$ cat config.mk
export PLATFORM = sky130hd
export DESIGN_NAME = alu_exec_stage
export DESIGN_NICKNAME = d
export VERILOG_FILES = /design/src/rtl/alu_exec_stage.sv
export SDC_FILE = /design/constraint.sdc
export NUM_CORES = 1
export LEC_CHECK = 0
export CAP_MARGIN = 10
export CORE_ASPECT_RATIO = 0.8
export CORE_MARGIN = 3
export CORE_UTILIZATION = 55
export CTS_CLUSTER_DIAMETER = 60
export CTS_CLUSTER_SIZE = 16
export DETAILED_ROUTE_END_ITERATION = 10
export PLACE_DENSITY = 0.9
export SLEW_MARGIN = 15
export SYNTH_ARGS = -nofsm -noshare
export SYNTH_HDL_FRONTEND = slang
export SYNTH_SLANG_ARGS = --single-unit
export TNS_END_PERCENT = 20
$ cat constraint.sdc
create_clock -name clk -period 9.05 [get_ports clk]
set_clock_uncertainty 0.15 [all_clocks]
set_input_delay 1.81 -clock clk [delete_from_list [all_inputs] [get_ports clk]]
set_output_delay 1.81 -clock clk [all_outputs]
set_load 0.05 [all_outputs]
$ cat src/rtl/alu_exec_stage.sv
`timescale 1ns/1ps
// alu_exec_stage: execute-stage ALU (AND/OR/ADD/SUB with zero/overflow flags)
// feeding an in-order result buffer with valid/ready on both sides.
// Illegal control codes produce a zero result tagged illegal and are counted.
module alu_exec_stage #(
    parameter int unsigned XLEN  = 32,
    parameter int unsigned DEPTH = 2,
    parameter int unsigned TAGW  = 5
) (
    input  logic            clk,
    input  logic            rst,
    input  logic            flush,
    input  logic            in_valid,
    output logic            in_ready,
    input  logic [3:0]      alu_ctrl,
    input  logic [XLEN-1:0] op_a,
    input  logic [XLEN-1:0] op_b,
    input  logic [TAGW-1:0] in_tag,
    output logic            out_valid,
    input  logic            out_ready,
    output logic [XLEN-1:0] result,
    output logic            zero,
    output logic            overflow,
    output logic            illegal,
    output logic [TAGW-1:0] out_tag,
    output logic [7:0]      illegal_count
);

    typedef enum logic [3:0] {
        OP_AND = 4'b0000,
        OP_OR  = 4'b0001,
        OP_ADD = 4'b0010,
        OP_SUB = 4'b0110
    } alu_op_e;

    localparam int unsigned PW = (DEPTH > 1) ? $clog2(DEPTH) : 1;
    localparam int unsigned CW = $clog2(DEPTH + 1);
    localparam int unsigned EW = XLEN + 3 + TAGW;
    localparam logic [CW-1:0] FULL = CW'(DEPTH);

    logic [XLEN-1:0] sum;
    logic [XLEN-1:0] diff;
    logic [XLEN-1:0] calc_res;
    logic            calc_zero;
    logic            calc_ovf;
    logic            calc_ill;
    logic [EW-1:0]   entry;
    logic [EW-1:0]   head;

    logic [EW-1:0]   mem [DEPTH];
    logic [PW-1:0]   wptr;
    logic [PW-1:0]   rptr;
    logic [CW-1:0]   count;
    logic            push;
    logic            pop;

    assign sum  = op_a + op_b;
    assign diff = op_a - op_b;

    // Combinational ALU result and flags for the bundle currently presented
    always_comb begin
        calc_res = '0;
        calc_ovf = 1'b0;
        calc_ill = 1'b0;
        case (alu_ctrl)
            OP_AND: calc_res = op_a & op_b;
            OP_OR:  calc_res = op_a | op_b;
            OP_ADD: begin
                calc_res = sum;
                calc_ovf = (op_a[XLEN-1] == op_b[XLEN-1]) && (sum[XLEN-1] != op_a[XLEN-1]);
            end
            OP_SUB: begin
                calc_res = diff;
                calc_ovf = (op_a[XLEN-1] != op_b[XLEN-1]) && (diff[XLEN-1] != op_a[XLEN-1]);
            end
            default: calc_ill = 1'b1;
        endcase
        calc_zero = !calc_ill && (calc_res == '0);
    end

    assign entry = {calc_res, calc_zero, calc_ovf, calc_ill, in_tag};

    // Ready comes only from registered occupancy, never from out_ready
    assign in_ready  = !rst && !flush && (count < FULL);
    assign out_valid = (count != '0);
    assign push      = in_valid && in_ready;
    assign pop       = out_valid && out_ready;

    // Head entry is forced to zero when the buffer is empty
    assign head = out_valid ? mem[rptr] : '0;
    assign {result, zero, overflow, illegal, out_tag} = head;

    // Entry storage; only occupied slots are ever observed, so no reset needed
    always_ff @(posedge clk) begin
        if (push) begin
            mem[wptr] <= entry;
        end
    end

    // Pointers and occupancy; flush overrides any concurrent pop
    always_ff @(posedge clk or posedge rst) begin
        if (rst) begin
            wptr  <= '0;
            rptr  <= '0;
            count <= '0;
        end else if (flush) begin
            wptr  <= '0;
            rptr  <= '0;
            count <= '0;
        end else begin
            if (push) begin
                wptr <= wptr + PW'(1);
            end
            if (pop) begin
                rptr <= rptr + PW'(1);
            end
            case ({push, pop})
                2'b10:   count <= count + CW'(1);
                2'b01:   count <= count - CW'(1);
                default: count <= count;
            endcase
        end
    end

    // Saturating count of accepted illegal operations; survives flush
    always_ff @(posedge clk or posedge rst) begin
        if (rst) begin
            illegal_count <= '0;
        end else if (push && calc_ill && (illegal_count != 8'hFF)) begin
            illegal_count <= illegal_count + 8'd1;
        end
    end

endmodule

==> summary.txt <==
Status
  • Outcome: completed

Global routing
  • Vias in the first global route: 7549
  • GRT Total Usage: 28.1%
  • Pin count of the biggest net entering global routing: 66
  • Grt ovf: 0
  • Number of antenna violations at the first check in global routing: 0
  • Global-route wire length before repair: 40100 µm

Floorplanning
  • Standard-cell rows: 40
  • Core Region: 15400 µm²
  • Area enclosed by the die boundary: 17600 µm²
  • Count of boundary I/O pins: 128
  • Die height: 119 µm
  • Floorplan die width: 148 µm
  • Starting density of the core: 57.5%

Critical path
  • Req. time, crit path: 9.10 ns
  • Critical path depth: 14
  • Worst Setup SP: op_a[1]
  • Type of origin of the critical path: primary input
  • Crit path kind: in -> reg
  • Slowest Stage Delay on Critical Path: 0.59 ns
  • Launching point of the worst reg2reg path: count[1]
  • FF-to-FF setup slack: 6.74 ns
  • Termination of the worst setup path: mem[0][7]
  • Endpoint type of the worst setup path: flop
  • Data arrival time of the critical path: 6.00 ns
  • Critical-path cell list: clkdlybuf4s50_1, inv_1, ha_1, o21ba_2, or4_1, a21oi_1, nor3_1, o221ai_1, a31oi_1, xnor2_1, a221oi_1, nand4b_1, nor4_1, and4bb_1
  • Worst R2R End: mem[1][6]
  • Number of cells on the worst reg-to-reg path: 2
  • Critical-path cell with the highest stage delay: clkdlybuf4s50_1
  • Top fanout value on the critical path: 4
  • Combined buffer and inverter count along the critical path: 2
  • Cell type group with the largest total delay on the critical path: compound AO/OA/AOI/OAI gates

Drt
  • Detail Route met3 WL: 3050 µm
  • DRC errors left: 0
  • Met1 Wirelength: 11200 µm
  • Total via count after detailed routing: 8230
  • First DRT Iteration DRCs: 816
  • DR WL met2: 10800 µm
  • Highest routed metal layer: met4
  • Initial DRT Pass Iterations: 5
  • Number of nets still failing antenna checks after routing: 0
  • Ratio of routed vias to standard cells: 6.17
  • DRT Wirelength: 25500 µm
  • Avg WL per Cell: 19.1 µm

Yosys
  • Net count of the mapped netlist: 1209
  • Area contributors post-synth: edfxtp_1, ha_1, mux2i_1
  • Area of the mapped netlist: 8840 µm²
  • Portion of the post-synthesis area used by sequential elements: 30.6%
  • Async set-reset flop share out of synthesis: 13.0%
  • Instance count of the mapped netlist: 1025
  • Number of synthesized register bits: 92
  • Yosys Warn Count: 0
  • Post-synth top area share: 27.2%
  • Post-synthesis average cell area: 8.62 µm²
  • Unique masters post-synth: 82
  • Number of flops mapped to enable cells by yosys: 80
  • Most frequently used flop master after synthesis: edfxtp_1
  • Yosys top cell by area: edfxtp_1

Place
  • Detailed placer's ending HPWL: 19200 µm
  • Port bufs: 127
  • Last weighted congestion value of the routability-driven placer: 1.03

Timing
  • Slew at the pin closest to its max-slew limit: 0.966 ns
  • Post-layout min period: 5.95 ns
  • FMAX: 168 MHz
  • Final Max Slew Viols: 0
  • Final worst path period share: 65.8%
  • Max transition margin: 35.6%
  • Setup violations, final: 0
  • Total negative setup slack: 0 ns
  • Unrepaired setup endpoints after global routing: no
  • Final Hold Violating Endpoints: 0

Power
  • Power density over the cells: 134 nW/µm²
  • Largest vdd supply drop: 99.7 µV
  • Leakage power: 4.27 nW

Clock network
  • Worst-Skew Late Latency: 0.34 ns
  • Hold buffers post-CTS: 0
  • Number of sinks handled by clock tree synthesis: 92
  • Number of levels the H-tree was split into: 3
  • TritonCTS Buffers: 9
  • Resized Gates After CTS: 0
  • TritonCTS clock tree: yes
  • Clock tree root driver cell: clkbuf_16
  • Post-CTS setup-driven buffer insertion count: 0
  • Maximum number of buffers from clock root to sink: 2
  • Clock-pin slew on the worst setup and hold paths: 0.06 ns

Worst hold path
  • Class of the tightest hold or removal check: reg -> reg

Finish
  • Layout cells sized above 1: 4.10%
  • Synth-to-Final Area Change: 19.7%
  • Number of diodes: 0
  • Layout Utilization: 68.8%
  • Total number of nets in the final design: 1302

Flow run
  • Number of maximum-capacitance constraint violations: 0
## routing by layer
layer | vias up | track usage (%)
met4 | 0 | 6.23
met5 | - | 0
met2 | 471 | 40.8
met1 | 3825 | 42.5
met3 | 47 | 6.31
li1 | 3887 | -
## synthesized netlist by cell type, types with 13 or more instances
master / count
nor2b_1: 13
nor2_1: 103
nand2_1: 73
inv_1: 102
xnor2_1: 30
o21ai_0: 48
clkbuf_1: 37
a21oi_1: 66
mux2i_1: 46
a211oi_1: 19
o31ai_1: 15
nor3_1: 26
nand3_1: 17
o22ai_1: 15
ha_1: 104
nor4_1: 15
a21o_1: 15
edfxtp_1: 80
## cells in the final DEF, fill, tap and decap left out, drive strengths merged, types with 4 or more instances in the layout
cell type and instances:
clkdlybuf4s50 126, nor2 105, ha 104, inv 103
edfxtp 80, nand2 74, a21oi 66, o21ai 51
mux2i 46, xnor2 30, nor3 26, a211oi 20
nand3 17, o31ai 16, nor4 16, a21o 15
o22ai 15, nor2b 13, o211ai 12, dfrtp 12
xor2 10, buf 10, a31oi 9, clkbuf 9
nand4 8, nand2b 8, o21a 7, a2111oi 7
o21bai 7, or4 6, and3 6, or2 6
nor3b 5, a221oi 5, o31a 4, or3 4
o221ai 4, and2 4
## flip-flops by register name (all words and copies together), names as in the netlist
register and count:
illegal_count 8, count 2, rptr 1, mem 80
wptr 1
## worst min-delay path by stage
| stage | start | endpoint | slack [ns] | depth (start not counted) |
|---|---|---|---|---|
| 2_1_floorplan | wptr | wptr | 0.37 | 2 |
| 3_3_place_gp | illegal_count[6] | illegal_count[6] | 0.34 | 1 |
| 3_5_place_dp | illegal_count[6] | illegal_count[6] | 0.34 | 1 |
| 4_1_cts | illegal_count[6] | illegal_count[6] | 0.35 | 1 |
| 5_1_grt | illegal_count[6] | illegal_count[6] | 0.37 | 1 |
| 6_report | illegal_count[6] | illegal_count[6] | 0.35 | 1 |
## power breakdown
| group | switching (mW) | leakage, nW | total, mW | internal, mW |
|---|---|---|---|---|
| Sequential | 0.0173 | 0.877 | 0.501 | 0.483 |
| Combinational | 0.309 | 3.23 | 0.496 | 0.187 |
| Clock | 0.154 | 0.163 | 0.423 | 0.269 |
| Total | 0.481 | 4.27 | 1.42 | 0.939 |
## cell families (layout without fill, tap and decap cells)
logic type | after synthesis | count (layout) | synth area share (%)
AND/OR/NAND/NOR | 312 | 312 | 17.3
AO/OA/AOI/OAI | 272 | 272 | 20.8
buffers and inverters | 157 | 255 | 6.99
adder cells (fa/ha/maj) | 106 | 106 | 15.2
flip-flops | 92 | 92 | 30.6
multiplexers | 46 | 46 | 5.21
XOR/XNOR | 40 | 40 | 3.96
## metrics by stage
stage | setup WS [ns] | power, mW | cell area [µm²] | instances | hold slack, ns
3_3_place_gp | 2.94 | 0.981 | 10200 | 1316 | 0.337
5_1_grt | 2.76 | 1.48 | 10600 | 1333 | 0.375
2_1_floorplan | 3.35 | 0.833 | 8840 | 1025 | 0.369
4_1_cts | 3.17 | 1.41 | 10600 | 1332 | 0.351
3_5_place_dp | 2.84 | 0.991 | 10200 | 1316 | 0.340
6_report | 3.10 | 1.42 | 10600 | 1333 | 0.351
## worst register-to-register path, cell delays in order (launching register included)
cell	delay (ns)
dfrtp_1	0.43
nor3_1	0.42
and3_2	0.90
## layout make-up
type,count,area (µm²)
well taps,210,263
clock inverters,7,115
multi-input cells,776,5530
fillers,1183,4790
inverters,103,387
clock buffers,9,225
repair buffers,136,1350
flip-flops and latches,92,2700
(Power assumes the default switching activity.)
